$ cat config.mk
export PLATFORM = sky130hd
export DESIGN_NAME = matmul_bus_sequencer
export DESIGN_NICKNAME = d
export VERILOG_FILES = /design/src/rtl/matmul_bus_sequencer.sv
export SDC_FILE = /design/constraint.sdc
export NUM_CORES = 1
export LEC_CHECK = 0
export CAP_MARGIN = 20
export CORE_MARGIN = 3
export CORE_UTILIZATION = 40
export DETAILED_ROUTE_END_ITERATION = 7
export DONT_BUFFER_PORTS = 1
export GPL_ROUTABILITY_DRIVEN = 0
export SLEW_MARGIN = 0
export SYNTH_ARGS = -nofsm -noshare
export SYNTH_HDL_FRONTEND = slang
export SYNTH_SLANG_ARGS = --single-unit
$ cat constraint.sdc
create_clock -name system1000 -period 5.8 [get_ports system1000]
set_clock_uncertainty 0.2 [all_clocks]
set_input_delay 0.58 -clock system1000 [delete_from_list [all_inputs] [get_ports system1000]]
set_output_delay 0.58 -clock system1000 [all_outputs]
set_load 0.05 [all_outputs]
$ cat src/rtl/matmul_bus_sequencer.sv
// Sequencer that streams 18 operand words into the matmul core over its
// register bus, waits for the core to settle, reads back one result word,
// and reports either the result or a response timeout.
module matmul_bus_sequencer #(
  parameter int unsigned N_ELEM      = 18,
  parameter logic [19:0] WR_ADDR     = 20'h00020,
  parameter logic [19:0] RD_ADDR     = 20'h00010,
  parameter int unsigned SETTLE      = 4,
  parameter int unsigned RSP_TIMEOUT = 15
) (
  input  logic        system1000,
  input  logic        system1000_rst,
  input  logic        start,
  input  logic        elem_valid,
  input  logic [15:0] elem_data,
  output logic        elem_ready,
  output logic [53:0] bus_out,
  input  logic [32:0] bus_rsp,
  output logic        busy,
  output logic        result_valid,
  output logic [15:0] result_data,
  output logic        timeout_err
);

  localparam int unsigned WCNT_W = 5;
  localparam int unsigned CNT_W  = 8;

  typedef struct packed {
    logic        valid;
    logic [19:0] addr;
    logic        dir;
    logic [31:0] data;
  } bus_req_t;

  typedef enum logic [2:0] {
    ST_IDLE,
    ST_LOAD,
    ST_SETTLE,
    ST_READ,
    ST_WAIT_RSP,
    ST_DONE
  } state_t;

  state_t              state, state_nxt;
  logic [WCNT_W-1:0]   word_cnt, word_cnt_nxt;
  logic [CNT_W-1:0]    cyc_cnt, cyc_cnt_nxt;
  bus_req_t            bus_nxt;
  logic                result_valid_nxt;
  logic                timeout_err_nxt;
  logic [15:0]         result_data_nxt;
  logic                elem_hs;

  // Only the upper half of the response carries the Q8.8 result.
  logic unused_rsp_low;
  assign unused_rsp_low = ^bus_rsp[15:0];

  // State register.
  always_ff @(posedge system1000) begin
    if (system1000_rst) state <= ST_IDLE;
    else                state <= state_nxt;
  end

  // Next-state, counter and next-output decode.
  always_comb begin
    state_nxt        = state;
    word_cnt_nxt     = word_cnt;
    cyc_cnt_nxt      = cyc_cnt;
    bus_nxt          = '0;
    result_valid_nxt = 1'b0;
    timeout_err_nxt  = 1'b0;
    result_data_nxt  = result_data;
    elem_hs          = elem_valid && elem_ready;

    unique case (state)
      ST_IDLE: begin
        if (start) begin
          state_nxt    = ST_LOAD;
          word_cnt_nxt = '0;
        end
      end
      ST_LOAD: begin
        if (elem_hs) begin
          bus_nxt.valid = 1'b1;
          bus_nxt.addr  = WR_ADDR;
          bus_nxt.dir   = 1'b1;
          bus_nxt.data  = {elem_data, 16'h0000};
          word_cnt_nxt  = word_cnt + WCNT_W'(1);
          if (word_cnt == WCNT_W'(N_ELEM - 1)) begin
            state_nxt   = ST_SETTLE;
            cyc_cnt_nxt = '0;
          end
        end
      end
      ST_SETTLE: begin
        if (cyc_cnt == CNT_W'(SETTLE - 1)) state_nxt = ST_READ;
        else                               cyc_cnt_nxt = cyc_cnt + CNT_W'(1);
      end
      ST_READ: begin
        bus_nxt.valid = 1'b1;
        bus_nxt.addr  = RD_ADDR;
        bus_nxt.dir   = 1'b0;
        bus_nxt.data  = 32'h0;
        state_nxt     = ST_WAIT_RSP;
        cyc_cnt_nxt   = '0;
      end
      ST_WAIT_RSP: begin
        // A response in the final allowed cycle still wins over the timeout.
        if (bus_rsp[32]) begin
          state_nxt        = ST_DONE;
          result_valid_nxt = 1'b1;
          result_data_nxt  = bus_rsp[31:16];
        end else if (cyc_cnt == CNT_W'(RSP_TIMEOUT - 1)) begin
          state_nxt       = ST_DONE;
          timeout_err_nxt = 1'b1;
        end else begin
          cyc_cnt_nxt = cyc_cnt + CNT_W'(1);
        end
      end
      ST_DONE: begin
        state_nxt = ST_IDLE;
      end
      default: begin
        state_nxt = ST_IDLE;
      end
    endcase
  end

  // Counters and registered outputs.
  always_ff @(posedge system1000) begin
    if (system1000_rst) begin
      word_cnt     <= '0;
      cyc_cnt      <= '0;
      bus_out      <= '0;
      elem_ready   <= 1'b0;
      busy         <= 1'b0;
      result_valid <= 1'b0;
      result_data  <= '0;
      timeout_err  <= 1'b0;
    end else begin
      word_cnt     <= word_cnt_nxt;
      cyc_cnt      <= cyc_cnt_nxt;
      bus_out      <= bus_nxt;
      elem_ready   <= (state_nxt == ST_LOAD);
      busy         <= (state_nxt != ST_IDLE);
      result_valid <= result_valid_nxt;
      result_data  <= result_data_nxt;
      timeout_err  <= timeout_err_nxt;
    end
  end

endmodule

==> impl_metrics.yaml <==
floorplan:
  rows: 27
  num_io_pins: 127
  die_area_um2: 6990
  die_y_um: 83.6
  coreArea_um2: 5680
  die_w_um: 83.6
  start_util: 0.425
cells_and_area:
  drive_gt1_frac: 0.0568
  diodes: 0
  stdcell_area_um2: 2410
  synthToLayoutAreaGrowth_pct: -0.104
  nets: 320
yosys:
  syn_area_um2: 2410
  synth_compound_area_frac: 0.132
  synthAdderAreaFrac: 0.0208
  ys_seq_area_frac: 0.457
  synth_top_area_share: 0.457
  ys_types: 40
  synthFlopType: "dfxtp_1"
  ys.warnings.count: 0
  synth_edf_count: 0
  synth_top_family_by_area: "simple AND/OR/NAND/NOR gates"
  synth.area.top_cells: "dfxtp_1, buf_4, nand2_1"
  synthMuxAreaShare: 0.00415
  syn_inst: 272
  ys_ff_latch: 55
  async_flop_share: 0
  synth_xor_area_frac: 0.0109
  yosys-top-cells-count: "dfxtp_1, nand2_1, buf_4"
  syn_area_per_cell_um2: 8.86
  yosysTopAreaCell: "dfxtp_1"
  synthSimpleGateAreaFrac: 0.228
  post-synth-top-count-cell: "dfxtp_1"
cts:
  h-tree-depth: 2
  clk_pin_slew_ps: 100
  ctsResizeCount: 0
  clk_latency_ps: 310
  clk_path_buf_depth: 2
  numCtsBuffers: 5
  tritoncts: "yes"
  clock-sinks: 55
  cts_hold_buffers: 0
  cts_setup_buffers: 0
  clockRootBuffer: "clkbuf_8"
placed_design:
  post_dp_cell_area_um2: 2290
  port_buffers: 0
  hpwlAfterDp_um: 3190
route:
  routed_wl_um: 4530
  drt_iter0_drc: 60
  vias_per_cell: 5.00
  vias: 1679
  wl_per_cell_um: 13.5
  first_pass_iters: 5
  drc: 0
  ant_nets: 0
setup_path:
  worstSetupPathType: "flip-flop to flip-flop"
  worst-endpoint-required_ps: 5790
  cp_max_fo: 11
  critPathLaunchType: "flip-flop"
  rr_startpoint: "state[2]"
  r2r_setup_slack_ps: 3170
  reg2reg_to: "cyc_cnt[6]"
  critical_path_arrival_ps: 2620
  reg2reg_depth: 5
  crit_path_end_kind: "flip-flop"
worst_hold_path:
  hold_path_startpoint: "system1000_rst"
  min_path_cells: 1
  hp-class: "input pin to flip-flop"
  hold_end: "result_data[1]"
timing:
  fmax_ghz: 0.380
  tns_ps: 0
  worst_pin_slew_ps: 940
  finalHoldViolations: 0
  rsz0062_at_grt: "false"
  finalCriticalPeriod_ps: 2630
  period_share: 0.454
  setup_viol: 0
  drv_slew: 0
  max_slew_margin: 0.372
  whs_ps: 129
run_status:
  status: "completed"
power:
  leakage_nw: 0.929
  peakVddDrop_mv: 0.243
  powerDensity_nw_per_um2: 299
global_route:
  grt_max_degree: 34
  grt_pass1_wl_um: 7210
  grt_antenna_before_repair: 0
  grt_pass1_vias: 1507
  track_usage: 0.128
  overflow: 0
run:
  maxCapViolCount: 0
worst max path at each step:
stage,from,to,depth (start not counted)
floorplan,elem_ready,cyc_cnt[1],6
global placement,state[2],cyc_cnt[3],5
detailed placement,state[2],cyc_cnt[7],5
CTS,state[2],cyc_cnt[6],5
global route,state[2],cyc_cnt[3],5
finish,state[2],cyc_cnt[6],5
per-stage QoR:
stage | instances | worst slack (ps) | util | power (mW)
after floorplan | 305 | 3730 | - | 0.491
after global placement | 328 | 3190 | 0.404 | 0.473
after detailed placement | 328 | 3190 | 0.404 | 0.473
after CTS | 336 | 3190 | 0.424 | 0.730
after global routing | 336 | 2940 | 0.424 | 0.752
final | 336 | 3170 | 0.424 | 0.721
report_power, final:
group,switching [mW],internal (mW),total [mW]
clock,0.125,0.130,0.255
combinational,0.0604,0.00576,0.0661
sequential,0.0172,0.382,0.399
logic make-up (layout without fill, tap and decap cells):
logic type / after synthesis / count (layout)
muxes: 1 / 1
and+or+nand+nor: 106 / 106
DFF: 55 / 55
AOI/OAI and AO/OA: 48 / 48
other: 1 / 34
xor gates and xnor gates: 3 / 3
adders and majority gates: 4 / 4
buffers and inverters: 54 / 13
critical path: stages (launching register included):
cell,delay (ps)
dfxtp_1,550
nor3b_4,380
a22oi_1,150
o22ai_1,690
or3_1,430
o41ai_2,110
layout by cell type, fill, tap and decap left out, types with 3 or more instances in the layout:
cell type	n
dfxtp_1	55
nand2_1	40
conb_1	34
a21oi_1	23
and2_1	17
nor2_1	15
nor4_1	6
o311ai_1	6
inv_1	5
and3_1	5
o21ai_1	5
clkbuf_8	5
nor2b_1	4
ha_1	4
nand3_1	3
nor3_1	3
o21ai_0	3
nand4_1	3
xor2_1	3
o41ai_2	3
state kept, by name, summed over array words and instances, names as in the netlist:
| name | flops |
|---|---|
| bus_out | 19 |
| elem_ready | 1 |
| result_data | 16 |
| word_cnt | 5 |
| timeout_err | 1 |
| cyc_cnt | 8 |
| state | 3 |
| result_valid | 1 |
| busy | 1 |
routing by layer:
layer	vias to the layer above	GRT usage	routed length (um)
met1	748	0.161	1990
li1	830	-	-
met3	7	0.0602	530
met4	0	0.0395	55
met2	94	0.193	1950
met5	-	0	0
cell type report:
class,instances,area (um^2)
fillers,555,3270
flip-flops and latches,55,1100
multi-input cells,196,1080
well taps,72,90.1
clock buffers,5,68.8
clock inverters,3,46.3
inverters,5,18.8
No activity file was read; power rests on OpenSTA's default activity.
